[config.mk]
export PLATFORM = sky130hd
export DESIGN_NAME = if_stage_flat
export DESIGN_NICKNAME = d
export VERILOG_FILES = /design/src/rtl/if_stage_if.sv /design/src/rtl/if_stage.sv /design/src/flat_wrapper.sv
export SDC_FILE = /design/constraint.sdc
export NUM_CORES = 1
export LEC_CHECK = 0
export CORE_ASPECT_RATIO = 2
export CORE_MARGIN = 2
export CORE_UTILIZATION = 43
export DETAILED_ROUTE_END_ITERATION = 6
export GPL_ROUTABILITY_DRIVEN = 0
export PLACE_DENSITY_LB_ADDON = 0.1
export SLEW_MARGIN = 5
export SYNTH_ARGS = -nofsm -noshare
export SYNTH_HDL_FRONTEND = slang
export SYNTH_SLANG_ARGS = --single-unit
export TNS_END_PERCENT = 1
[constraint.sdc]
create_clock -name clk -period 3.6 [get_ports clk]
set_clock_uncertainty 0.2 [all_clocks]
set_input_delay 0.9 -clock clk [delete_from_list [all_inputs] [get_ports clk]]
set_output_delay 0.9 -clock clk [all_outputs]
set_load 0.02 [all_outputs]
[src/rtl/if_stage_if.sv]
// rtl/if_stage_if.sv - fetch-stage control/address bundle; IF_FETCH_CNT_EN adds fetch/redirect counters
interface if_stage_if #(
  parameter int BIOS_AW = 12,
  parameter int IMEM_AW = 14
);
  logic               ex_flush;
  logic [31:0]        ex_redirect_pc;
  logic [31:0]        id_target;
  logic               id_target_taken;
  logic               id_stall;
  logic               ex_stall;
  logic [BIOS_AW-1:0] bios_addr;
  logic [IMEM_AW-1:0] imem_addr;
  logic [31:0]        id_pc;
  logic               id_bubble;
`ifdef IF_FETCH_CNT_EN
  logic [31:0]        fetch_cnt;
  logic [31:0]        redirect_cnt;

  modport master (
    input  ex_flush, ex_redirect_pc, id_target, id_target_taken, id_stall, ex_stall,
    output bios_addr, imem_addr, id_pc, id_bubble, fetch_cnt, redirect_cnt
  );

  modport slave (
    output ex_flush, ex_redirect_pc, id_target, id_target_taken, id_stall, ex_stall,
    input  bios_addr, imem_addr, id_pc, id_bubble, fetch_cnt, redirect_cnt
  );
`else
  modport master (
    input  ex_flush, ex_redirect_pc, id_target, id_target_taken, id_stall, ex_stall,
    output bios_addr, imem_addr, id_pc, id_bubble
  );

  modport slave (
    output ex_flush, ex_redirect_pc, id_target, id_target_taken, id_stall, ex_stall,
    input  bios_addr, imem_addr, id_pc, id_bubble
  );
`endif
endinterface

[src/rtl/if_stage.sv]
// rtl/if_stage.sv - instruction fetch stage: PC register, next-PC select, boot FSM; IF_FETCH_CNT_EN adds counters
module if_stage #(
  parameter logic [31:0] RESET_PC = 32'h4000_0000,
  parameter int          BIOS_AW  = 12,
  parameter int          IMEM_AW  = 14
) (
  input  logic        clk,
  input  logic        rst,
  if_stage_if.master  bus
);

  typedef enum logic [1:0] {
    ST_RESET = 2'd0,
    ST_BOOT  = 2'd1,
    ST_RUN   = 2'd2
  } fsm_t;

  fsm_t        fsm_q;
  fsm_t        fsm_next;
  logic [31:0] pc_q;
  logic [31:0] next_pc;
  logic        stall;
  logic        run;

  assign stall = bus.id_stall | bus.ex_stall;
  assign run   = (fsm_q == ST_RUN);

  // Boot sequencing: one RESET cycle, one BOOT cycle to let the RESET_PC read land, then RUN.
  always_comb begin
    fsm_next = fsm_q;
    case (fsm_q)
      ST_RESET: fsm_next = ST_BOOT;
      ST_BOOT:  fsm_next = ST_RUN;
      ST_RUN:   fsm_next = ST_RUN;
      default:  fsm_next = ST_RESET;
    endcase
  end

  // Next-PC select; memories are addressed with this so an ID redirect costs no bubble.
  always_comb begin
    next_pc = pc_q + 32'd4;
    if (!run)
      next_pc = RESET_PC;
    else if (bus.ex_flush)
      next_pc = bus.ex_redirect_pc;
    else if (stall)
      next_pc = pc_q;
    else if (bus.id_target_taken)
      next_pc = bus.id_target;
  end

  // State and PC registers; PC only follows next_pc once running (a stall is just a reload of pc_q).
  always_ff @(posedge clk) begin
    if (!rst) begin
      fsm_q <= ST_RESET;
      pc_q  <= RESET_PC;
    end else begin
      fsm_q <= fsm_next;
      if (run)
        pc_q <= next_pc;
    end
  end

  assign bus.bios_addr = next_pc[BIOS_AW+1:2];
  assign bus.imem_addr = next_pc[IMEM_AW+1:2];
  assign bus.id_pc     = pc_q;
  assign bus.id_bubble = !run;

`ifdef IF_FETCH_CNT_EN
  logic [31:0] fetch_cnt_q;
  logic [31:0] redirect_cnt_q;

  // Activity counters: free fetches, and redirects actually taken (flush, or unstalled ID target).
  always_ff @(posedge clk) begin
    if (!rst) begin
      fetch_cnt_q    <= 32'd0;
      redirect_cnt_q <= 32'd0;
    end else if (run) begin
      if (!stall && !bus.ex_flush)
        fetch_cnt_q <= fetch_cnt_q + 32'd1;
      if (bus.ex_flush || (bus.id_target_taken && !stall))
        redirect_cnt_q <= redirect_cnt_q + 32'd1;
    end
  end

  assign bus.fetch_cnt    = fetch_cnt_q;
  assign bus.redirect_cnt = redirect_cnt_q;
`endif

endmodule

[src/flat_wrapper.sv]
// flat-port wrapper written by rule: the top's interface ports become plain ports
module if_stage_flat 
#(
  parameter logic [31:0] RESET_PC = 32'h4000_0000,
  parameter int          BIOS_AW  = 12,
  parameter int          IMEM_AW  = 14
)
  (clk, rst, bus_ex_flush, bus_ex_redirect_pc, bus_id_target, bus_id_target_taken, bus_id_stall, bus_ex_stall, bus_bios_addr, bus_imem_addr, bus_id_pc, bus_id_bubble);
  if_stage_if #(.BIOS_AW(BIOS_AW), .IMEM_AW(IMEM_AW)) bus_i ();
  input  logic clk;
  input  logic rst;
  input wire logic [$bits(bus_i.ex_flush)-1:0] bus_ex_flush;
  input wire logic [$bits(bus_i.ex_redirect_pc)-1:0] bus_ex_redirect_pc;
  input wire logic [$bits(bus_i.id_target)-1:0] bus_id_target;
  input wire logic [$bits(bus_i.id_target_taken)-1:0] bus_id_target_taken;
  input wire logic [$bits(bus_i.id_stall)-1:0] bus_id_stall;
  input wire logic [$bits(bus_i.ex_stall)-1:0] bus_ex_stall;
  output wire logic [$bits(bus_i.bios_addr)-1:0] bus_bios_addr;
  output wire logic [$bits(bus_i.imem_addr)-1:0] bus_imem_addr;
  output wire logic [$bits(bus_i.id_pc)-1:0] bus_id_pc;
  output wire logic [$bits(bus_i.id_bubble)-1:0] bus_id_bubble;
  assign bus_i.ex_flush = bus_ex_flush;
  assign bus_i.ex_redirect_pc = bus_ex_redirect_pc;
  assign bus_i.id_target = bus_id_target;
  assign bus_i.id_target_taken = bus_id_target_taken;
  assign bus_i.id_stall = bus_id_stall;
  assign bus_i.ex_stall = bus_ex_stall;
  assign bus_bios_addr = bus_i.bios_addr;
  assign bus_imem_addr = bus_i.imem_addr;
  assign bus_id_pc = bus_i.id_pc;
  assign bus_id_bubble = bus_i.id_bubble;
  if_stage #(.RESET_PC(RESET_PC), .BIOS_AW(BIOS_AW), .IMEM_AW(IMEM_AW)) u_core (.clk(clk), .rst(rst), .bus(bus_i));
endmodule
==> flow_summary_export.csv <==
group,metric,value,unit
detailed_routing,detail_route.first_pass.iterations,5,
yosys,synth_sequential_area_ratio,22.9,%
detailed_routing,routed_wl,11.1,mm
worst_setup_path,critical_path_peak_fanout,10,
clock_tree,cts_buffers,5,
sta,finalWorstPathRequiredPeriod,3400,ps
sta,final-setup-viol-count,0,
yosys,postSynth.asyncResetShare,0,%
worst_setup_path,critPathBufInv,3,
yosys,synth_top_area_cell,"dfxtp_1",
sta,worst_slew_pin_slew,809,ps
worst_setup_path,cpLargestDelayFamily,"buffers and inverters",
global_route,grtUsageTotal,29.7,%
clock_tree,clock-root-buffer,"clkbuf_16",
yosys,synth.top_cell.area_share,22.9,%
yosys,synth-edff-count,0,
worst_setup_path,critical_path.reg2reg.endpoint,"u_core.bus.id_pc[30]$_SDFFE_PN1P_",
detailed_routing,remaining_drc_errors,0,
placement,numPortBuffers,128,
final_layout,postLayoutCoreUtil,68.6,%
final_layout,finalNetCount,625,
worst_setup_path,worst_setup_path_end_kind,"output pin",
yosys,syn_nets,494,
yosys,yosysWarningCount,0,
worst_setup_path,crit_slowest_cell,"dlygate4sd2_1",
die,chipWidth,62.7,um
die,ioPinCount,129,
clock_tree,clock_sinks,34,
global_route,grt_max_degree,26,
worst_setup_path,cp.required,2500,ps
final_layout,layout_commonest_cell,"clkdlybuf4s50_1",
yosys,mapped_area,0.00297,sq mm
global_route,grt_pass1_vias,3739,
final_layout,most-common-layout-cells,"98 x clkdlybuf4s50_1, 57 x buf_4, 40 x nand2_1, 40 x o21ai_0, 34 x dfxtp_1",
clock_tree,cts_max_path_buffers,2,
global_route,grt_pass1_wl,18.0,mm
die,floorplan.core_area,0.00667,sq mm
detailed_routing,viasPerCell,5.95,
worst_setup_path,worstSetupPathDepth,7,
placement,post-place-cells,627,
sta,max-slew-margin-rel,45.9,%
die,die_h,121,um
detailed_routing,route.detailed.wl_per_inst,17.3,um
final_layout,diodes,0,
pwr,power-per-cell-area,323,mW/mm^2
worst_setup_path,crit_type,"in2out",
worst_setup_path,worst_path_max_stage_delay,300,ps
hold_path,hold-path-endpoint,"u_core.bus.id_pc[0]$_SDFFE_PN0P_",
hold_path,hold_path.class,"reg2reg",
hold_path,worstHoldPathCells,1,
sta,rsz0062_at_grt,"false",
flow_run,max_cap_violations,0,
worst_setup_path,cp_cell_sequence,"dlygate4sd2_1, buf_4, or2_2, a21oi_1, o31ai_2, and2_1, buf_2",
sta,crit_share_post_route,94.4,%
detailed_routing,drt_first_iter_violations,379,
global_route,number_of_antenna_violations_at_the_first_check_in_global_routing,0,
clock_tree,h-tree-depth,2,
worst_setup_path,worst_r2r_path_depth,7,
die,floorplan.initialDensity,44.5,%
final_layout,layout-area-overhead-vs-synth,54.2,%
run_status,status,"complete, no violations",
clock_tree,clk_transition_reported_paths,50,ps
yosys,synth_ff_type,"dfxtp_1",
clock_tree,post_cts_hold_buffer_count,0,
worst_setup_path,rr_startpoint,"u_core.bus.id_pc[2]$_SDFFE_PN0P_",
final_layout,finalNonFillerCells,640,
yosys,syn-mean-instance-area,7.05,sq um
detailed_routing,route.vias.total,3808,
sta,holdWs,303,ps
final_layout,num-fill-cells,618,
worst_setup_path,r2r_setup_slack,850,ps
placement,dp_hpwl,8.40,mm
global_route,overflow,0,
worst_setup_path,cp.arrival,2300,ps
clock_tree,worstSkewPairLatency,290,ps
final_layout,share_of_cells_above_drive_strength_1,20.1,%
final_layout,multi_input_comb_area,0.00200,sq mm
hold_path,worstHoldStart,"u_core.bus.id_pc[0]$_SDFFE_PN0P_",
worst_setup_path,crit_path_start_kind,"input port",
sta,slew_violations,0,
yosys,post_synth_num_cell_types,57,
pwr,ir_worst_vdd,0.379,mV
pwr,leakage,1.75,nW
sta,maximum_achievable_frequency,294,MHz
detailed_routing,final_antenna_net_count,0,
yosys,synth_seq_cells,34,
die,num_rows,42,
die,die_area,0.00762,sq mm
final_layout,register_area,681,sq um
yosys,synth_area_leaders,"dfxtp_1 23%, o21ai_0 7.1%, buf_4 6.6%, nand2_1 5.1%, a21oi_1 4.4%",
sta,finalHoldViolCount,0,
yosys,syn-instance-count,421,
clock_tree,clock_tree_from_tritoncts,"yes",
## worst reg2reg max path: stages, from the launching register on
cell and delay (ps):
dfxtp_1 320, ha_1 270, nand4_2 220, buf_4 210, or4_1 660, nor3_2 340
and4bb_2 290, o31ai_1 70
## flip-flops by register name, summed over array words and instances (netlist names)
| signal | flops |
|---|---|
| u_core.bus.id_pc | 32 |
| u_core.fsm_q | 2 |
## what timing repair did
item	in CTS	in global routing
setup endpoints to repair	26	25
cloned	1	0
pin swaps	3	3
buffers inserted	3	2
gates resized for setup	110	24
## final cells by class
| class | instances | area share (%) |
|---|---|---|
| clock buffer | 7 | 2.90 |
| inverter | 9 | 0.847 |
| tap | 88 | 2.41 |
| multi-input combinational | 320 | 43.8 |
| timing repair buffer | 182 | 35.2 |
| sequential | 34 | 14.9 |
## layer usage
layer	vias to the layer above	GRT usage, %	part of all wire (%)
li1	1796	-	-
met1	1765	30.5	36
met2	204	54.6	53
met3	43	5.19	6.0
met4	0	18.6	4.8
met5	-	0	0
## logic make-up (layout without fill, tap and decap cells)
logic type	Yosys count	count (layout)	share of synthesized area [%]
fa+ha+maj	3	3	1.26
compound gates	140	140	30.4
xor+xnor	7	7	2.07
buf+inv	67	198	11.9
flops	34	34	22.9
simple gates	163	163	29.0
mux	7	7	2.36
## Yosys cell counts, types with 4 or more instances
| cell type | number |
|---|---|
| o221ai_1 | 5 |
| inv_1 | 8 |
| or4_1 | 4 |
| nor2b_1 | 8 |
| and3_1 | 7 |
| a31oi_1 | 12 |
| nand2_1 | 40 |
| nand4_1 | 4 |
| buf_4 | 26 |
| dfxtp_1 | 34 |
| buf_2 | 4 |
| clkbuf_1 | 26 |
| xnor2_1 | 5 |
| nand3_1 | 14 |
| o21ai_0 | 42 |
| nor2_1 | 28 |
| a211oi_1 | 10 |
| nor4_1 | 4 |
| or3_1 | 9 |
| o31ai_1 | 7 |
| o211ai_1 | 5 |
| mux2i_1 | 7 |
| o21a_1 | 9 |
| nor3_1 | 19 |
| and2_1 | 4 |
| a21oi_1 | 26 |
## worst max-delay path by stage
stage,endpoint,slack [ps],startpoint
final,bus_bios_addr[2],200,bus_id_target_taken
after CTS,bus_imem_addr[8],-50,bus_id_stall
after global placement,bus_imem_addr[0],-510,bus_ex_stall
after floorplan,bus_bios_addr[11],200,bus_id_target_taken
after global routing,bus_imem_addr[13],100,bus_id_target_taken
after detailed placement,bus_bios_addr[0],-560,bus_ex_stall
## stage by stage
step	setup slack, ps	power [W]	setup TNS [ps]	cell area [sq um]
detailed placement	-558	0.00106	-11250	4400
global route	98.3	0.00155	0	4580
finish	202	0.00148	0	4580
CTS	-47.3	0.00148	-146	4610
global placement	-511	0.00105	-10650	4400
floorplan	200	0.000779	0	2970
## report_power, final
| part | switching [W] | internal [W] | total [W] |
|---|---|---|---|
| sequential | 0.0000543 | 0.000418 | 0.000472 |
| clock | 0.000166 | 0.000253 | 0.000420 |
| combinational | 0.000299 | 0.000288 | 0.000587 |
Note: power is estimated with default switching activity, not from simulation.
